$ cat src/rtl/sync_pkg.sv
// Shared types and timing constants for the calibration sync generator
// and the calibration FSM that consumes its fronts.
package sync_pkg;

    typedef enum logic [2:0] {
        S_IDLE    = 3'd0,
        S_FG_HIGH = 3'd1,
        S_FG_GAP  = 3'd2,
        S_PH_HIGH = 3'd3,
        S_PH_LOW  = 3'd4,
        S_DONE    = 3'd5
    } gen_state_t;

    localparam int unsigned CLK_PERIOD_NS = 5;

    // 9 ms frame-grabber delay at 200 MHz
    localparam int unsigned FG_DELAY_CYC    = 1_800_000;
    localparam int unsigned PHASE_SHIFT_CYC = 140;
    localparam int unsigned TRIG_LEN_CYC    = 20;

    localparam int unsigned DEF_FG_WIDTH     = 100;
    localparam int unsigned DEF_FG_GAP       = 2_000_000;
    localparam int unsigned DEF_PHASE_WIDTH  = 200;
    localparam int unsigned DEF_PHASE_PERIOD = 20_000;
    localparam int unsigned DEF_N_PHASES     = 4;

    function automatic logic [31:0] sat_inc(input logic [31:0] x);
        return (x == 32'hFFFF_FFFF) ? x : x + 32'd1;
    endfunction

endpackage

$ cat src/rtl/sync_pattern_gen_rise_detect.sv
// Rising-edge detector: two-bit input history plus a registered edge flag,
// giving a fixed two-cycle input-to-edge latency.
module rise_detect (
    input  logic clock,
    input  logic reset_signal,
    input  logic sig,
    output logic rise
);

    logic [1:0] hist_q, hist_d;
    logic       rise_q, rise_d;

    always_comb begin
        hist_d = {hist_q[0], sig};
        rise_d = (hist_q == 2'b01);
    end

    always_ff @(posedge clock or posedge reset_signal) begin
        if (reset_signal) begin
            hist_q <= 2'b00;
            rise_q <= 1'b0;
        end else begin
            hist_q <= hist_d;
            rise_q <= rise_d;
        end
    end

    assign rise = rise_q;

endmodule

$ cat src/rtl/sync_pattern_gen.sv
// Loopback source of the frame-grabber pulse and the phase-front train
// driving the calibration FSM.
module sync_pattern_gen
    import sync_pkg::*;
#(
    parameter int unsigned FG_WIDTH     = DEF_FG_WIDTH,
    parameter int unsigned FG_GAP       = DEF_FG_GAP,
    parameter int unsigned PHASE_WIDTH  = DEF_PHASE_WIDTH,
    parameter int unsigned PHASE_PERIOD = DEF_PHASE_PERIOD,
    parameter int unsigned N_PHASES     = DEF_N_PHASES
) (
    input  logic        clock,
    input  logic        reset_signal,
    input  logic        start_signal,
    input  logic        stop_signal,
    output logic        fg_signal,
    output logic        phase_signal,
    output logic        busy,
    output logic        done,
    output logic [2:0]  gen_state,
    output logic [31:0] phase_count
);

    // Counter loads hold-1 on entry; leaving on zero makes each hold exact
    localparam logic [31:0] FG_HI_LD = 32'(FG_WIDTH - 1);
    localparam logic [31:0] FG_GP_LD = 32'(FG_GAP - 1);
    localparam logic [31:0] PH_HI_LD = 32'(PHASE_WIDTH - 1);
    localparam logic [31:0] PH_LO_LD = 32'(PHASE_PERIOD - PHASE_WIDTH - 1);
    localparam logic [31:0] N_PH     = 32'(N_PHASES);

    gen_state_t  state_q, state_d;
    logic [31:0] cnt_q, cnt_d;
    logic [31:0] pc_q, pc_d;
    logic        fg_q, fg_d;
    logic        ph_q, ph_d;
    logic        start_rise;
    logic        stop_rise;
    logic        cnt_zero;

    rise_detect u_start (
        .clock        (clock),
        .reset_signal (reset_signal),
        .sig          (start_signal),
        .rise         (start_rise)
    );

    rise_detect u_stop (
        .clock        (clock),
        .reset_signal (reset_signal),
        .sig          (stop_signal),
        .rise         (stop_rise)
    );

    assign cnt_zero = (cnt_q == 32'd0);

    always_comb begin
        state_d = state_q;
        cnt_d   = cnt_q;
        pc_d    = pc_q;
        fg_d    = fg_q;
        ph_d    = ph_q;
        if (stop_rise && state_q != S_IDLE) begin
            state_d = S_IDLE;
            cnt_d   = 32'd0;
            fg_d    = 1'b0;
            ph_d    = 1'b0;
        end else begin
            case (state_q)
                S_IDLE: begin
                    if (start_rise && !stop_rise) begin
                        state_d = S_FG_HIGH;
                        cnt_d   = FG_HI_LD;
                        pc_d    = 32'd0;
                        fg_d    = 1'b1;
                    end
                end
                S_FG_HIGH: begin
                    if (cnt_zero) begin
                        state_d = S_FG_GAP;
                        cnt_d   = FG_GP_LD;
                        fg_d    = 1'b0;
                    end else begin
                        cnt_d = cnt_q - 32'd1;
                    end
                end
                S_FG_GAP: begin
                    if (cnt_zero) begin
                        state_d = S_PH_HIGH;
                        cnt_d   = PH_HI_LD;
                        pc_d    = sat_inc(pc_q);
                        ph_d    = 1'b1;
                    end else begin
                        cnt_d = cnt_q - 32'd1;
                    end
                end
                S_PH_HIGH: begin
                    if (cnt_zero) begin
                        state_d = S_PH_LOW;
                        cnt_d   = PH_LO_LD;
                        ph_d    = 1'b0;
                    end else begin
                        cnt_d = cnt_q - 32'd1;
                    end
                end
                S_PH_LOW: begin
                    if (cnt_zero) begin
                        if (N_PH != 32'd0 && pc_q == N_PH) begin
                            state_d = S_DONE;
                            cnt_d   = 32'd0;
                        end else begin
                            state_d = S_PH_HIGH;
                            cnt_d   = PH_HI_LD;
                            pc_d    = sat_inc(pc_q);
                            ph_d    = 1'b1;
                        end
                    end else begin
                        cnt_d = cnt_q - 32'd1;
                    end
                end
                S_DONE: begin
                    state_d = S_IDLE;
                    cnt_d   = 32'd0;
                end
                default: begin
                    state_d = S_IDLE;
                    cnt_d   = 32'd0;
                    fg_d    = 1'b0;
                    ph_d    = 1'b0;
                end
            endcase
        end
    end

    always_ff @(posedge clock or posedge reset_signal) begin
        if (reset_signal) begin
            state_q <= S_IDLE;
            cnt_q   <= 32'd0;
            pc_q    <= 32'd0;
            fg_q    <= 1'b0;
            ph_q    <= 1'b0;
        end else begin
            state_q <= state_d;
            cnt_q   <= cnt_d;
            pc_q    <= pc_d;
            fg_q    <= fg_d;
            ph_q    <= ph_d;
        end
    end

    assign fg_signal    = fg_q;
    assign phase_signal = ph_q;
    assign busy         = (state_q != S_IDLE);
    assign done         = (state_q == S_DONE);
    assign gen_state    = state_q;
    assign phase_count  = pc_q;

endmodule
$ cat config.mk
export PLATFORM = sky130hd
export DESIGN_NAME = sync_pattern_gen
export DESIGN_NICKNAME = d
export VERILOG_FILES = /design/src/rtl/sync_pkg.sv /design/src/rtl/sync_pattern_gen_rise_detect.sv /design/src/rtl/sync_pattern_gen.sv
export SDC_FILE = /design/constraint.sdc
export NUM_CORES = 1
export LEC_CHECK = 0
export ABC_AREA = 1
export CAP_MARGIN = 5
export CORE_UTILIZATION = 36
export CTS_CLUSTER_SIZE = 14
export DETAILED_ROUTE_END_ITERATION = 8
export GPL_TIMING_DRIVEN = 0
export PLACE_DENSITY = 0.6
export RECOVER_POWER = 100
export SYNTH_ARGS = -nofsm -noshare
export SYNTH_HDL_FRONTEND = slang
export SYNTH_SLANG_ARGS = --single-unit
$ cat constraint.sdc
create_clock -name clock -period 3.4 [get_ports clock]
set_input_delay 0.68 -clock clock [delete_from_list [all_inputs] [get_ports clock]]
set_output_delay 0.68 -clock clock [all_outputs]
set_load 0.05 [all_outputs]
==> run_results.csv, run 1 <==
group,metric,value,unit
critical_path,r2r_cells,11,
clock_network,cts-root-buf,"clkbuf_16",
floorplanning,start_util,37.0,%
run_status,violations,"max-capacitance violations, max-slew violations",
logic_synthesis,avgSynthCellArea,6.38,um2
critical_path,reg2reg_slack,730,ps
global_routing,antenna_found_initial,0,
min_path,hp-class,"reg2reg",
routing,num_vias,5007,
floorplanning,die_w,121,um
run_status,status,"finished, violations left",
critical_path,r2r-end,"phase_count[3]",
layout,fin_util,43.7,%
logic_synthesis,ys_top_cells_by_count,"nand2_1 (285), nor2_1 (175), dfrtp_1 (75), inv_1 (59), o21ai_0 (55)",
clock_network,cts_resized,0,
layout,final-seq-area,1880,um2
critical_path,r2r-start,"cnt_q[0]",
routing,drtIter0Drc,217,
critical_path,path_cells,"inv_1 > ha_1 > nand2_1 > nor2_1 > nand2_1 > o21ai_0 > nand2_1 > nor2_1 > buf_6 > nand2_1 > nand2_1",
clock_network,path_clk_slew,60,ps
logic_synthesis,synth_edf_count,0,
logic_synthesis,synth_area_leaders,"dfrtp_1 (37%), nand2_1 (21%), nor2_1 (13%), o21ai_0 (5.4%), nand3_1 (4.6%)",
sta,hold_viol,0,
logic_synthesis,async_flop_share,100,%
job,drv_cap,1,
routing,vias_per_cell,4.80,
logic_synthesis,ys_warn_count,0,
layout,diodes,0,
clock_network,cts_buffers,9,
sta,clock_skew,9.48,ps
logic_synthesis,synthFlopType,"dfrtp_1",
clock_network,clk_path_buf_depth,2,
routing,dr.pass1.iters,6,
clock_network,post_cts_buffers,0,
sta,rsz0062_at_grt,"false",
placed_design,finalWeightedCongestion,0.882,
power_and_ir_drop,power_density,827,nW/um2
floorplanning,coreArea,13900,um2
logic_synthesis,synthesis.area,5130,um2
placed_design,place_inst,1027,
logic_synthesis,synthCells,804,
layout,layout-drive-gt1-share,5.33,%
floorplanning,fp.dieArea,14700,um2
sta,finalCritPeriodShare,78.5,%
layout,multiInputGateArea,2880,um2
logic_synthesis,synth_top_cell_area_share,36.6,%
clock_network,hold_buffers,0,
logic_synthesis,synth_cell_type_count,30,
critical_path,cp_max_fo,10,
power_and_ir_drop,ir_drop,0.441,mV
global_routing,grt_max_degree,44,
critical_path,start_kind,"flop",
critical_path,slowest_delay,540,ps
clock_network,h-tree-depth,3,
global_routing,track_usage,20.9,%
critical_path,crit_start,"cnt_q[0]",
logic_synthesis,yosysMostFrequentCell,"nand2_1",
critical_path,crit_path_top_delay_cell,"nor2_1",
critical_path,critical_path_class,"reg2reg",
routing,drc,0,
global_routing,grt_pass1_wl,23600,um
global_routing,grt_overflow,0,
critical_path,crit_family,"simple AND/OR/NAND/NOR gates",
global_routing,grt_pass1_vias,4720,
layout,instances_no_fill,1043,
routing,ant_nets,0,
critical_path,cp.depth,11,
routing,wl_per_cell,13.7,um
clock_network,insertion_delay,350,ps
floorplanning,die_y,121,um
clock_network,clock-sinks,75,
logic_synthesis,yosys_register_bits,75,
critical_path,cp-end-kind,"flop",
placed_design,port_buffers,42,
critical_path,cp_common_cell,"nand2_1",
critical_path,path_buf_inv,2,
logic_synthesis,yosys.area.top_type,"dfrtp_1",
logic_synthesis,syn_nets,811,
sta,finalSetupViolations,0,
sta,fmax,375,MHz
sta,worst_slew_pin_slew,1550,ps
layout,finalNetCount,865,
critical_path,cp.required,3680,ps
placed_design,dp_hpwl,11000,um
critical_path,arrival,2950,ps
layout,fillCellCount,1498,
sta,slew-limit-headroom,-3.88,%
sta,min_period,2670,ps
floorplanning,io_pins,43,
critical_path,endpoint,"phase_count[3]",
layout,area_growth_syn_to_layout,18.2,%
logic_synthesis,ys_seq_area_share,36.6,%
routing,postRouteWirelength,14300,um
sta,report.final.slew_viol_count,33,
floorplanning,rows,43,
sta,setup_tns,0,ps
clock_network,cts_tree,"built",
power_and_ir_drop,leakage,2.99,nW
-- placed cells by master, fill, tap and decap left out, types with 5 or more instances in the layout --
master / netlist / final
a21oi_1: 6 / 7
clkbuf_1: 7 / 12
clkbuf_16: 0 / 9
dfrtp_1: 75 / 75
dlygate4sd3_1: 0 / 42
inv_1: 59 / 59
inv_2: 6 / 5
nand2_1: 285 / 288
nand3_1: 47 / 47
nand4_1: 5 / 5
nor2_1: 175 / 176
nor2_2: 8 / 8
nor3_1: 10 / 10
o21ai_0: 55 / 56
xnor2_1: 17 / 17
xor2_1: 15 / 15
-- cell type report --
cell class                      count  area share [%]
Buffer                             17            1.75
Clock buffer                       12            3.90
Clock inverter                      4           0.846
Inverter                           65            4.04
Multi-Input combinational cell    647            47.4
Sequential cell                    75            30.9
Tap cell                          180            3.71
Timing Repair Buffer               43            7.38
-- through the flow --
step	hold slack [ps]	power [mW]	setup slack (ps)	area [um2]
2_1_floorplan	354	3.38	810	5130
3_3_place_gp	358	4.14	-608	5780
3_5_place_dp	367	4.16	1050	5810
4_1_cts	379	5.12	791	6090
5_1_grt	389	5.47	407	6070
6_report	375	5.01	730	6070
-- cell families (layout without fill, tap and decap cells) --
| group | after synthesis | in the layout | synth area share, % |
|---|---|---|---|
| simple gates | 544 | 544 | 43.1 |
| compound gates | 68 | 68 | 7.12 |
| flops | 75 | 75 | 36.6 |
| fa+ha+maj | 3 | 3 | 0.732 |
| xor+xnor | 32 | 32 | 5.46 |
| buf+inv | 82 | 141 | 7.00 |
-- sequential cells by signal (all words and copies together) (netlist names) --
| register | flops |
|---|---|
| cnt_q | 32 |
| u_start.rise | 1 |
| phase_signal | 1 |
| fg_signal | 1 |
| u_start.hist_q | 2 |
| gen_state | 3 |
| phase_count | 32 |
| u_stop.rise | 1 |
| u_stop.hist_q | 2 |
-- worst reg2reg max path, cell delays in order, from the launching register on --
cell and delay, ps:
dfrtp_1 390, inv_1 110, ha_1 270, nand2_1 150, nor2_1 120, nand2_1 170
o21ai_0 230, nand2_1 260, nor2_1 540, buf_6 220, nand2_1 60, nand2_1 70
-- worst min-delay path by stage --
stage	start	depth (start not counted)	slack, ps	endpoint
final	u_stop.hist_q[0]	0	380	u_stop.hist_q[1]
after global routing	u_stop.hist_q[0]	0	390	u_stop.hist_q[1]
after CTS	u_stop.hist_q[0]	0	380	u_stop.hist_q[1]
after detailed placement	u_stop.hist_q[0]	0	370	u_stop.hist_q[1]
after global placement	u_stop.hist_q[0]	0	360	u_stop.hist_q[1]
after floorplan	u_start.hist_q[0]	0	350	u_start.hist_q[1]
-- routing by layer --
metal | global-route usage (%) | wire length, um
met4 | 7.48 | 204
met1 | 27.2 | 6710
met5 | 0 | 0
met2 | 34.6 | 6920
met3 | 3.43 | 444
-- report_power, final --
part | switching [mW] | internal, mW | total (mW)
clock | 0.372 | 0.569 | 0.941
sequential | 0.188 | 1.06 | 1.24
combinational | 2.00 | 0.833 | 2.83
total | 2.56 | 2.46 | 5.01
No activity file was read; power rests on OpenSTA's default activity.
==> run 2: changes to the inputs <==
Clock period 3.4 ns to 2.5 ns, I/O delays scaled along.
==> run 2 against run 1 <==
Compared with the run above:
- the run now ends clean
- sequential power up 36%
- non-clock buffer count up 1
- worst hold slack about the same
- clock skew is essentially flat
- critical path type is now reg2out
- largest power group unchanged
==> run_results.csv, run 2 (synthesis gave the netlist of run 1 again) <==
group,metric,value,unit
min_path,hp-class,"reg2reg",
critical_path,path_cells,"inv_2 > nand2_1 > clkdlybuf4s50_1",
power_and_ir_drop,power_density,1140,nW/um2
routing,vias_per_cell,4.81,
global_routing,use_met3,3.43,%
placed_design,finalWeightedCongestion,0.882,
clock_network,cts_tree,"built",
critical_path,arrival,1900,ps
layout,multiInputGateArea,2890,um2
routing,num_vias,5026,
sta,worst_slew_pin_slew,1340,ps
sta,setup_tns,0,ps
global_routing,track_usage,20.9,%
power_and_ir_drop,p_total,6.96,mW
sta,fmax,416,MHz
routing,drtIter0Drc,211,
clock_network,cts_buffers,9,
global_routing,grt_use_met2,34.6,%
clock_network,clock-sinks,75,
critical_path,crit_path_top_delay_cell,"clkdlybuf4s50_1",
layout,fillCellCount,1485,
clock_network,cts-root-buf,"clkbuf_16",
clock_network,clk_path_buf_depth,2,
sta,clock_skew,9.49,ps
placed_design,dp_hpwl,11000,um
global_routing,grt_pass1_vias,4720,
layout,layout-drive-gt1-share,6.02,%
global_routing,antenna_found_initial,0,
clock_network,insertion_delay,350,ps
sta,whs,375,ps
sta,hold_viol,0,
critical_path,cp-end-kind,"output pin",
critical_path,crit_family,"buffers and inverters",
floorplanning,die_w,121,um
placed_design,port_buffers,42,
sta,report.final.slew_viol_count,0,
clock_network,path_clk_slew,50,ps
clock_network,h-tree-depth,3,
routing,wl_per_cell,13.7,um
layout,fin_util,44.0,%
routing,dr.pass1.iters,5,
sta,slew-limit-headroom,10.6,%
job,drv_cap,0,
critical_path,cp.required,2000,ps
sta,min_period,2400,ps
layout,diodes,0,
critical_path,slowest_delay,820,ps
floorplanning,start_util,37.0,%
layout,final_common_cell,"nand2_1",
routing,drc,0,
layout,area_growth_syn_to_layout,19.0,%
layout,final_cell_mix,"nand2_1 (286), nor2_1 (176), dfrtp_1 (74), inv_1 (59), o21ai_0 (55)",
sta,finalCritPeriodShare,96.1,%
sta,finalSetupViolations,0,
power_and_ir_drop,leakage,3.01,nW
critical_path,start_kind,"flop",
power_and_ir_drop,ir_drop,0.602,mV
placed_design,place_ws,146,ps
layout,final-seq-area,1880,um2
layout,finalNetCount,866,
global_routing,grt_max_degree,44,
floorplanning,die_y,121,um
critical_path,path_buf_inv,2,
floorplanning,rows,43,
critical_path,cp_max_fo,6,
global_routing,use_met1,27.2,%
global_routing,top_usage_layer,"met2",
clock_network,hold_buffers,0,
global_routing,grt_overflow,0,
floorplanning,coreArea,13900,um2
sta,worst_slack,98.6,ps
routing,ant_nets,0,
critical_path,critical_path_class,"reg2out",
floorplanning,io_pins,43,
global_routing,grt_pass1_wl,23600,um
routing,postRouteWirelength,14300,um
floorplanning,fp.dieArea,14700,um2
sta,rsz0062_at_grt,"false",
run_status,status,"finished clean",
==> run 2: changes by cell type in the layout (fill, tap and decap cells not counted), sizes merged <==
cell           previous run  this run
buf                       9        11
clkbuf                   21        20
clkdlybuf4s50             0         2
clkinvlp                  2         1
dlygate4sd3              42        40
inv                      64        65
==> run 2: worst reg2reg max path: cells and delay by family, from the launching register on <==
kind                     cells  cell delay (ps)
AND/OR/NAND/NOR              8             1000
flip-flops                   1              440
buffers and inverters        2              310
AO/OA/AOI/OAI                1              300
adder cells (fa/ha/maj)      1              170
==> run 2: path summary, 6_finish.rpt <==
check,from,end,slack (ps),cells past startpoint
worst max-delay path,gen_state[2],busy,100,3
worst min-delay path,u_stop.hist_q[0],u_stop.hist_q[1],380,0
worst max register to register,phase_count[0],phase_count[28],160,12
worst min register to register,u_stop.hist_q[0],u_stop.hist_q[1],380,0
max in group asynchronous,reset_signal,phase_count[0],680,3
min in group asynchronous,reset_signal,cnt_q[25],980,2
==> run 2: metal layers <==
| layer | part of all wire [%] | routed length, um | up-vias |
|---|---|---|---|
| li1 | - | - | 2623 |
| met3 | 3.5 | 504 | 20 |
| met4 | 1.8 | 250 | 0 |
| met1 | 47 | 6680 | 2287 |
| met5 | 0 | 0 | - |
| met2 | 48 | 6840 | 96 |
==> run 2: final cells by class <==
cell class	count	share of cell area [%]
multi-input combinational	647	47.3
sequential	75	30.8
timing repair buffer	44	7.66
inverter	65	4.00
clock buffer	12	3.87
tap	180	3.69
buffer	17	1.86
clock inverter	4	0.840
==> run 2: power by group <==
part           switching (mW)  internal [mW]  leakage [nW]
Combinational            2.75           1.23          1.85
Clock                   0.509          0.774         0.137
Sequential              0.257           1.44          1.02
==> run 2: through the flow <==
step | cell area [um2] | std cells
after floorplan | 5130 | 804
after global placement | 5780 | 1026
after detailed placement | 5810 | 1027
after CTS | 6090 | 1043
after global routing | 6110 | 1044
final | 6110 | 1044
==> run 2: what timing repair did <==
item,in CTS,in global routing
gates resized for setup,0,1
endpoints found under the setup margin,0,28
buffers inserted,0,1
